[src/rtl/carfield_pkg.sv]
// Carfield shared definitions: APB peripheral map entry and register offsets
// for the host-to-security-island mailbox.
package carfield_pkg;

  typedef logic [31:0] apb_start_t;
  typedef logic [31:0] apb_end_t;

  localparam apb_start_t MboxBase = 32'h2000_8000;
  localparam apb_end_t   MboxSize = 32'h0000_1000;

  localparam logic [11:0] MboxDataOffs      = 12'h000;
  localparam logic [11:0] MboxStatusOffs    = 12'h004;
  localparam logic [11:0] MboxIrqEnOffs     = 12'h008;
  localparam logic [11:0] MboxThreshOffs    = 12'h00C;
  localparam logic [11:0] MboxIrqStatusOffs = 12'h010;
  localparam logic [11:0] MboxCtrlOffs      = 12'h014;

  typedef enum logic {
    Idle,
    Resp
  } apb_fsm_e;

endpackage

[src/rtl/carfield_fifo_v3.sv]
// Synchronous FIFO with flush and occupancy output; DEPTH must be a power of two
// so the read/write pointers wrap naturally.
module fifo_v3 #(
  parameter bit          FALL_THROUGH = 1'b0,
  parameter int unsigned DATA_WIDTH   = 32,
  parameter int unsigned DEPTH        = 8,
  localparam int unsigned AddrDepth   = (DEPTH > 1) ? $clog2(DEPTH) : 1
) (
  input  logic                  clk_i,
  input  logic                  rst_ni,
  input  logic                  flush_i,
  output logic                  full_o,
  output logic                  empty_o,
  output logic [AddrDepth:0]    usage_o,
  input  logic [DATA_WIDTH-1:0] data_i,
  input  logic                  push_i,
  output logic [DATA_WIDTH-1:0] data_o,
  input  logic                  pop_i
);

  logic [AddrDepth-1:0]  rdPtr, wrPtr;
  logic [AddrDepth:0]    count;
  logic [DATA_WIDTH-1:0] mem [DEPTH];
  logic                  doPush, doPop;

  assign full_o  = (count == (AddrDepth+1)'(DEPTH));
  assign empty_o = (count == '0);
  assign usage_o = count;

  always_comb begin
    doPush = push_i & ~full_o;
    doPop  = pop_i & ~empty_o;
    data_o = mem[rdPtr];
    // In fall-through mode a word pushed and popped while empty bypasses storage.
    if (FALL_THROUGH && empty_o) begin
      data_o = data_i;
      if (push_i && pop_i) begin
        doPush = 1'b0;
      end
    end
  end

  always_ff @(posedge clk_i or negedge rst_ni) begin
    if (!rst_ni) begin
      rdPtr <= '0;
      wrPtr <= '0;
      count <= '0;
    end else if (flush_i) begin
      rdPtr <= '0;
      wrPtr <= '0;
      count <= '0;
    end else begin
      if (doPush) wrPtr <= wrPtr + AddrDepth'(1);
      if (doPop)  rdPtr <= rdPtr + AddrDepth'(1);
      case ({doPush, doPop})
        2'b10:   count <= count + (AddrDepth+1)'(1);
        2'b01:   count <= count - (AddrDepth+1)'(1);
        default: count <= count;
      endcase
    end
  end

  always_ff @(posedge clk_i or negedge rst_ni) begin
    if (!rst_ni) begin
      for (int i = 0; i < DEPTH; i++) mem[i] <= '0;
    end else if (doPush && !flush_i) begin
      mem[wrPtr] <= data_i;
    end
  end

endmodule

[src/rtl/carfield_apb_mailbox.sv]
// APB mailbox: host pushes words into a FIFO drained toward the security island,
// with a low-watermark "space available" interrupt back to the host.
//
// state | meaning
// Idle  | waiting for an access phase (psel & penable); access performed on exit
// Resp  | pready high for one cycle with registered prdata/pslverr
module carfield_apb_mailbox
  import carfield_pkg::*;
#(
  parameter int unsigned DataWidth = 32,
  parameter int unsigned Depth     = 8,
  parameter int unsigned AddrWidth = 12
) (
  input  logic                   clk_i,
  input  logic                   rst_ni,
  input  logic [AddrWidth-1:0]   paddr_i,
  input  logic                   psel_i,
  input  logic                   penable_i,
  input  logic                   pwrite_i,
  input  logic [DataWidth-1:0]   pwdata_i,
  input  logic [DataWidth/8-1:0] pstrb_i,
  output logic                   pready_o,
  output logic [DataWidth-1:0]   prdata_o,
  output logic                   pslverr_o,
  output logic [DataWidth-1:0]   mbox_data_o,
  output logic                   mbox_valid_o,
  input  logic                   mbox_ready_i,
  output logic                   irq_o
);

  localparam int unsigned CntWidth = $clog2(Depth) + 1;

  apb_fsm_e             state, stateNext;
  logic                 access;
  logic [AddrWidth-1:0] regAddr;
  logic [DataWidth-1:0] rdataNext, prdataQ;
  logic                 errNext, pslverrQ;
  logic                 irqEnQ, irqEnNext, pendingQ, irqQ, w1c, watermark;
  logic [CntWidth-1:0]  threshQ, threshNext, usage;
  logic                 fifoFull, fifoEmpty, fifoPush, fifoFlush;
  logic                 unusedAddrLsb;

  assign unusedAddrLsb = ^paddr_i[1:0];
  assign regAddr       = {paddr_i[AddrWidth-1:2], 2'b00};

  fifo_v3 #(
    .FALL_THROUGH(1'b0),
    .DATA_WIDTH  (DataWidth),
    .DEPTH       (Depth)
  ) i_fifo (
    .clk_i  (clk_i),
    .rst_ni (rst_ni),
    .flush_i(fifoFlush),
    .full_o (fifoFull),
    .empty_o(fifoEmpty),
    .usage_o(usage),
    .data_i (pwdata_i),
    .push_i (fifoPush),
    .data_o (mbox_data_o),
    .pop_i  (mbox_ready_i)
  );

  always_ff @(posedge clk_i or negedge rst_ni) begin
    if (!rst_ni) state <= Idle;
    else         state <= stateNext;
  end

  always_comb begin
    stateNext = state;
    access    = 1'b0;
    case (state)
      Idle: begin
        if (psel_i && penable_i) begin
          access    = 1'b1;
          stateNext = Resp;
        end
      end
      Resp:    stateNext = Idle;
      default: stateNext = Idle;
    endcase
  end

  always_comb begin
    rdataNext  = '0;
    errNext    = 1'b0;
    fifoPush   = 1'b0;
    fifoFlush  = 1'b0;
    w1c        = 1'b0;
    irqEnNext  = irqEnQ;
    threshNext = threshQ;
    if (access) begin
      case (regAddr)
        AddrWidth'(MboxDataOffs): begin
          // Full is judged before any same-cycle pop, so a push to a full FIFO always errors.
          if (!pwrite_i || pstrb_i != '1 || fifoFull) errNext = 1'b1;
          else                                        fifoPush = 1'b1;
        end
        AddrWidth'(MboxStatusOffs): begin
          if (pwrite_i) begin
            errNext = 1'b1;
          end else begin
            rdataNext[0]            = fifoEmpty;
            rdataNext[1]            = fifoFull;
            rdataNext[CntWidth+1:2] = usage;
          end
        end
        AddrWidth'(MboxIrqEnOffs): begin
          if (pwrite_i) irqEnNext = pwdata_i[0];
          else          rdataNext[0] = irqEnQ;
        end
        AddrWidth'(MboxThreshOffs): begin
          if (pwrite_i) threshNext = pwdata_i[CntWidth-1:0];
          else          rdataNext[CntWidth-1:0] = threshQ;
        end
        AddrWidth'(MboxIrqStatusOffs): begin
          if (pwrite_i) w1c = pwdata_i[0];
          else          rdataNext[0] = pendingQ;
        end
        AddrWidth'(MboxCtrlOffs): begin
          if (pwrite_i) fifoFlush = pwdata_i[0];
        end
        default: errNext = 1'b1;
      endcase
    end
  end

  assign watermark = (threshQ != '0) && (usage < threshQ);

  always_ff @(posedge clk_i or negedge rst_ni) begin
    if (!rst_ni) begin
      prdataQ  <= '0;
      pslverrQ <= 1'b0;
      irqEnQ   <= 1'b0;
      threshQ  <= '0;
      pendingQ <= 1'b0;
      irqQ     <= 1'b0;
    end else begin
      prdataQ  <= rdataNext;
      pslverrQ <= errNext;
      irqEnQ   <= irqEnNext;
      threshQ  <= threshNext;
      // A new watermark event outranks a same-cycle clear.
      pendingQ <= watermark | (pendingQ & ~w1c);
      irqQ     <= irqEnQ & pendingQ;
    end
  end

  assign pready_o     = (state == Resp);
  assign prdata_o     = prdataQ;
  assign pslverr_o    = pslverrQ;
  assign mbox_valid_o = ~fifoEmpty;
  assign irq_o        = irqQ;

endmodule

[config.mk]
export PLATFORM = sky130hd
export DESIGN_NAME = carfield_apb_mailbox
export DESIGN_NICKNAME = d
export VERILOG_FILES = /design/src/rtl/carfield_pkg.sv /design/src/rtl/carfield_fifo_v3.sv /design/src/rtl/carfield_apb_mailbox.sv
export SDC_FILE = /design/constraint.sdc
export NUM_CORES = 1
export LEC_CHECK = 0
export ABC_AREA = 0
export CAP_MARGIN = 20
export CORE_MARGIN = 4
export CORE_UTILIZATION = 25
export DETAILED_ROUTE_END_ITERATION = 10
export PLACE_DENSITY = 0.53
export SLEW_MARGIN = 5
export SYNTH_ARGS = -nofsm -noshare
export SYNTH_HDL_FRONTEND = slang
export SYNTH_SLANG_ARGS = --single-unit
[constraint.sdc]
create_clock -name clk_i -period 3.2 [get_ports clk_i]
set_clock_uncertainty 0.15 [all_clocks]
set_input_delay 0.64 -clock clk_i [delete_from_list [all_inputs] [get_ports clk_i]]
set_output_delay 0.64 -clock clk_i [all_outputs]
set_load 0.01 [all_outputs]
After elaboration in Yosys (flattened, before gate mapping)
Cells that the tools add are included.
{"block": "word_totals", "output_inout_bits": 68, "ff_bits": 281, "wordCells": 98, "in_bits": 54}
{"block": "classes", "order_cmp": 4, "eq_ne": 9, "n_mux": 35, "addsub": 4, "n_reduce_logical": 17, "bitwise_logic": 11}
{"operator": "bitwise mux 256 bit", "count": 1}
{"operator": "binary-select mux 32 bit (select 3 bit)", "count": 1}
{"operator": "demux 32 bit (select 3 bit)", "count": 1}
{"operator": "2-to-1 mux 32 bit", "count": 3}
{"operator": "== test 10 x 2 -> 1 bit, second input constant", "count": 2}
{"operator": "== test 10 x 3 -> 1 bit, second input constant", "count": 2}
{"operator": "2-to-1 mux 1 bit", "count": 15}
{"operator": "logical NOT 12 bit", "count": 1}
{"operator": "2-to-1 mux 3 bit", "count": 4}
{"operator": "2-to-1 mux 6 bit", "count": 2}
{"operator": "== test 10 x 1 -> 1 bit, second input constant", "count": 1}
{"operator": "greater-or-equal comparator 4 bit, second input constant", "count": 2}
{"operator": "2-to-1 mux 4 bit", "count": 2}
{"operator": "NOT 3 -> 4 bit", "count": 2}
{"operator": "one-hot mux 4 bit (2 select lines)", "count": 1}
{"operator": "adder 3 x 1 -> 3 bit, second input constant", "count": 2}
{"operator": "one-hot mux 3 bit (2 select lines)", "count": 1}
{"operator": "AND reduction 3 bit", "count": 2}
{"operator": "adder 4 x 1 -> 4 bit, second input constant", "count": 1}
{"operator": "bitwise AND 1 bit", "count": 4}
{"operator": "== test 4 bit, second input constant", "count": 1}
{"operator": "logical AND 1 bit", "count": 4}
{"operator": "logical NOT 4 bit", "count": 1}
{"operator": "less-than comparator 4 x 1 -> 1 bit, second input constant", "count": 1}
{"operator": "17 further kinds", "count": 23}

Longest topological paths before layout
Gate-level depths: netlist (run 1).
{"block": "logic_depth", "depth_word": 10, "mapped_depth": 10}

Cells and area by module
Synthesis (run 1) repeated with hierarchy kept, for this count alone.
{"block": "unflattened", "hier_cells": 832, "hier_area_um2": 13351.6}
{"mod": "fifo_v3", "n_inst": 1, "cells_per_inst": 728, "area_each_um2": 12289.3, "seq_area_each_um2": 6656.4}
{"mod": "carfield_apb_mailbox", "n_inst": 1, "cells_per_inst": 104, "area_each_um2": 1062.3, "seq_area_each_um2": 375.4}

Worst setup path before layout (run 1)
Ideal clock, no wire load.
{"block": "synth_path", "path_type": "in2reg", "start": "input paddr_i[7]", "end": "register i_fifo.mem[100] (netlist name)", "path_slack_ns": 0.005, "setup_time_ns": 0.125, "t_arrival_ns": 2.920, "stages": 7, "path_buffers": 2, "t_required_ns": 2.925, "path_cell_list": "or4_4 or4_4 or2_1 buf_6 nor4b_4 buf_6 mux2_2"}
{"block": "synth_via", "elab_chain_cells": 5, "elab_cells_between_ends": 9, "cone_classes": "1 x eq/ne; 4 x mux; 1 x bitwise; 3 x reduce/logical"}
{"element": "start, declared", "line_no": "carfield_apb_mailbox.sv:16", "rtl": "input logic [AddrWidth-1:0] paddr_i,"}
{"element": "logical NOT 12 bit or == test 10 x 3 -> 1 bit (tied branches)", "line_no": "carfield_apb_mailbox.sv:92", "rtl": "case (regAddr)"}
{"element": "2-to-1 mux 1 bit", "line_no": "carfield_apb_mailbox.sv:92"}
{"element": "2-to-1 mux 1 bit", "line_no": "carfield_apb_mailbox.sv:91", "rtl": "if (access) begin"}
{"element": "bitwise AND 1 bit or logical NOT 1 bit (tied branches)", "line_no": "carfield_fifo_v3.sv:31, carfield_fifo_v3.sv:66"}
{"element": "logical AND 1 bit (*)", "line_no": "carfield_fifo_v3.sv:66", "rtl": "end else if (doPush && !flush_i) begin"}
{"element": "end signal, assigned by index", "line_no": "carfield_fifo_v3.sv:67", "rtl": "mem[wrPtr] <= data_i;"}
{"element": "end, declared", "line_no": "carfield_fifo_v3.sv:23", "rtl": "logic [DATA_WIDTH-1:0] mem [DEPTH];"}
Mark *: on every way between the ends. The rest lies on a longest branch, timed or not.
A chain may end at the register's enable or synchronous reset.

Worst setup path after layout (run 1)
{"block": "layout_path", "start": "register i_fifo.rdPtr[0]", "end": "output mbox_data_o[14]"}
{"block": "layout_via", "elab_chain_cells": 4}
{"element": "start, declared", "line_no": "carfield_fifo_v3.sv:21", "rtl": "logic [AddrDepth-1:0] rdPtr, wrPtr;"}
{"element": "start signal, assigned", "line_no": "carfield_fifo_v3.sv:54", "rtl": "if (doPop) rdPtr <= rdPtr + AddrDepth'(1);"}
{"element": "NOT 3 -> 4 bit (implied by the code)", "line_no": "carfield_fifo_v3.sv:33", "rtl": "data_o = mem[rdPtr];"}
{"element": "binary-select mux 32 bit (select 3 bit)", "line_no": "carfield_fifo_v3.sv:33"}
{"element": "2-to-1 mux 32 bit (implied by the code) (2 in series)", "line_no": "carfield_fifo_v3.sv:33"}
{"element": "end, declared", "line_no": "carfield_apb_mailbox.sv:25", "rtl": "output logic [DataWidth-1:0] mbox_data_o,"}
Every way passes these cells. The select of a mux whose other input is x is not followed.

==> impl_metrics.yaml, run 1 <==
clocking:
  htreeDepth: 2
  clkSlewWorstSetupHoldPaths_ns: 0.06
  root_buffer: "clkbuf_16"
  clockBufferDepth: 3
  cts_buffers: 34
  cts.sinks: 281
  clk_latency_ns: 0.54
  cts_tree: "built"
layout:
  layout-drive-gt1-share_pct: 51.48
  nets: 1054
  multi_input_area_sq_um: 5727
  regArea_sq_um: 7038
  finish.utilization_pct: 32.33
  area_delta_synth_final_pct: 27.67
  n_antenna_cell: 0
  fillers: 5070
floorplan:
  io_pins: 122
  start_util_pct: 25.33
  die_h_microns: 236.4
  die_area_sq_um: 55900
  rows: 83
  design.core.area_sq_um: 51510
  die_w_microns: 236.4
sta:
  period_share_pct: 97.98
  slew_headroom_pct: 49.43
  finalMaxSlewViolations: 0
  max_freq_ghz: 0.3189
  hold_viol: 0
  holdWs_ns: 0.3305
  worstMarginPinSlew_ns: 0.7585
  fin_tns_setup_ns: 0
  finalCriticalPeriod_ns: 3.135
  rsz0062_at_grt: "true"
  finalSetupViolCount: 0
routing:
  wire_per_inst_microns: 18.84
  drc: 0
  detail_route.vias_per_cell: 4.428
  vias: 7492
  first_pass_iters: 4
  drtAntennaViolNets: 0
  dr.first_iter.drc_count: 256
  routed_wl_microns: 31870
setup_path:
  worstPathMaxFanout: 4
  cp-start-kind: "flop"
  required_ns: 2.41
  crit_type: "flop to output pin"
  cpPeakStageDelay_ns: 0.51
  path_cells: "buf_12 > bufbuf_16 > mux4_2 > mux2_4 > buf_2"
  endpoint_kind: "output pin"
  arrival_ns: 2.35
  path_depth: 5
  ff2ff_path_depth: 9
  cp_slowest_cell: "dfrtp_4"
  crit_family: "multiplexers"
  worst-path-buf-inv: 3
synthesis:
  synthTopCellsByArea: "dfrtp_1 54%, mux2_2 25%, mux4_2 11%"
  synth-main-ff-cell: "dfrtp_1"
  yosys.area.top_type: "dfrtp_1"
  syn-cell-area_sq_um: 13050
  synthArstFlopShare_pct: 100.0
  yosysWarnings: 0
  ys_ff_latch: 281
  synthTopCellsByCount: "284 x mux2_2, 281 x dfrtp_1, 64 x mux4_2"
  synthDistinctLibCells: 47
  syn_avg_cell_area_sq_um: 15.64
  ys_seq_area_share_pct: 53.90
  synth_edf_count: 0
  synth_top_area_share_pct: 53.90
  netlist_instances: 834
  synth_most_common_cell: "mux2_2"
global_routing:
  grt_pass1_wl_microns: 50560
  antenna_found_initial: 2
  first_global_vias: 8291
  grt_overflow: 0
  grt_max_degree: 94
  grt_use_total_pct: 11.56
power_and_ir_drop:
  power_w: 0.009806
  ir_worst_vdd_v: 0.0004130
  cellLeakagePower_nw: 7.913
  power_density_nw_per_um2: 588.8
min_path:
  hold_depth: 1
  hp-class: "flop to flop"
placement:
  finalWeightedCongestion: 0.7365
  port_buffers: 93
  dp_hpwl_microns: 19870
flow_run:
  cap_violations: 0
run_status:
  status: "finished, final reports clean"
flip-flops by register name, summed over array words and instances, names as in the netlist:
register and count:
i_fifo.mem 256, prdata_o 6, i_fifo.usage_o 4, threshQ 4
i_fifo.rdPtr 3, i_fifo.wrPtr 3, irqEnQ 1, irq_o 1
pendingQ 1, pready_o 1, pslverr_o 1
per-layer routing:
| layer | global-route usage, % | routed length, microns | up-vias |
|---|---|---|---|
| li1 | - | - | 3374 |
| met1 | 15.68 | 14290 | 3971 |
| met2 | 18.97 | 15640 | 101 |
| met3 | 2.245 | 1266 | 44 |
| met4 | 3.238 | 665 | 2 |
| met5 | 0 | 13 | - |
path summary, 6_finish.rpt:
path	slack (ns)	endpoint	start
max	0.06	mbox_data_o[14]	i_fifo.rdPtr[0]$_DFFE_PN0P_
min	0.33	i_fifo.mem[63]$_DFFE_PN0P_	i_fifo.mem[63]$_DFFE_PN0P_
max reg2reg	0.51	i_fifo.usage_o[3]$_DFFE_PN0P_	i_fifo.usage_o[1]$_DFFE_PN0P_
min reg2reg	0.33	i_fifo.mem[63]$_DFFE_PN0P_	i_fifo.mem[63]$_DFFE_PN0P_
max in group asynchronous	1.54	i_fifo.mem[197]$_DFFE_PN0P_	rst_ni
min in group asynchronous	0.59	i_fifo.mem[217]$_DFFE_PN0P_	rst_ni
metrics by stage:
step                      cell area, sq um  cells  setup slack [ns]
after detailed placement             15210   1619           -0.6030
after CTS                            16550   1691          0.001412
after global routing                 16650   1692         -0.006626
after floorplan                      13140    859          0.005401
after global placement               15210   1619           -0.6082
final                                16650   1692           0.06465
layout by cell type (no fill, tap or decap), types with 3 or more instances in the layout:
master	instances
dfrtp_1	278
mux2_2	264
mux4_2	64
clkdlybuf4s50_1	60
buf_4	52
clkbuf_16	34
conb_1	26
buf_12	23
mux2_4	20
buf_2	19
nor2_1	18
nand2_1	12
mux2_1	9
buf_6	9
mux2i_1	7
ha_1	7
clkbuf_1	7
clkbuf_8	7
a21oi_1	6
buf_16	6
o21ai_0	5
inv_1	4
nor4_1	4
nor3_1	4
nand2b_1	4
nand3_1	4
xor2_1	3
nor3b_1	3
nand4b_1	3
bufinv_16	3
report_power, final:
part	switching [W]	leakage (nW)	total (W)	internal [W]
clock	0.00152	0.546	0.00390	0.00237
sequential	0.000104	3.91	0.00372	0.00361
combinational	0.00102	3.46	0.00219	0.00118
layout make-up:
type | count | share of cell area (%)
Timing Repair Buffer | 175 | 11.37
Clock inverter | 7 | 0.9391
Clock buffer | 48 | 5.845
Tap cell | 680 | 5.109
Multi-Input combinational cell | 497 | 34.39
Sequential cell | 281 | 42.26
Inverter | 4 | 0.09015
logic make-up after synthesis:
group	Yosys count	share of synthesized area, %
and+or+nand+nor	77	3.731
adders and majority gates	7	0.6714
xor gates and xnor gates	5	0.3358
DFF	281	53.90
AOI/OAI and AO/OA	18	0.8537
buffers and inverters	81	3.597
muxes	364	36.88
other	1	0.02875
worst register-to-register path: stages (launching register included):
cell and delay [ns]:
dfrtp_1 0.39, nor4b_1 0.57, nor4_1 0.09, buf_4 0.16, a21oi_1 0.33, ha_1 0.34
a31oi_1 0.17, nor2_1 0.05, a22o_1 0.20, mux2i_1 0.12
repair_timing:
action                     in CTS  in global routing
gates cloned                    5                  0
setup endpoints to repair      85                 18
hold buffers                    1                  0
hold endpoints to repair        7                  0
buffers inserted               11                  1
resized for setup             137                 25
Power figures use the tool's default switching activity.
==> inputs of run 2 (changes only) <==
--- a/config.mk
+++ b/config.mk
@@ -6,12 +6,13 @@
 export NUM_CORES = 1
 export LEC_CHECK = 0
 export ABC_AREA = 0
+export ABC_CLOCK_PERIOD_IN_PS = 3200
 export CAP_MARGIN = 20
 export CORE_MARGIN = 4
 export CORE_UTILIZATION = 25
 export DETAILED_ROUTE_END_ITERATION = 10
 export PLACE_DENSITY = 0.53
-export SLEW_MARGIN = 5
+export SLEW_MARGIN = 10
 export SYNTH_ARGS = -nofsm -noshare
 export SYNTH_HDL_FRONTEND = slang
 export SYNTH_SLANG_ARGS = --single-unit
==> results of run 2 <==
No change in the layout: final DEF, timing and power equal those of run 1.
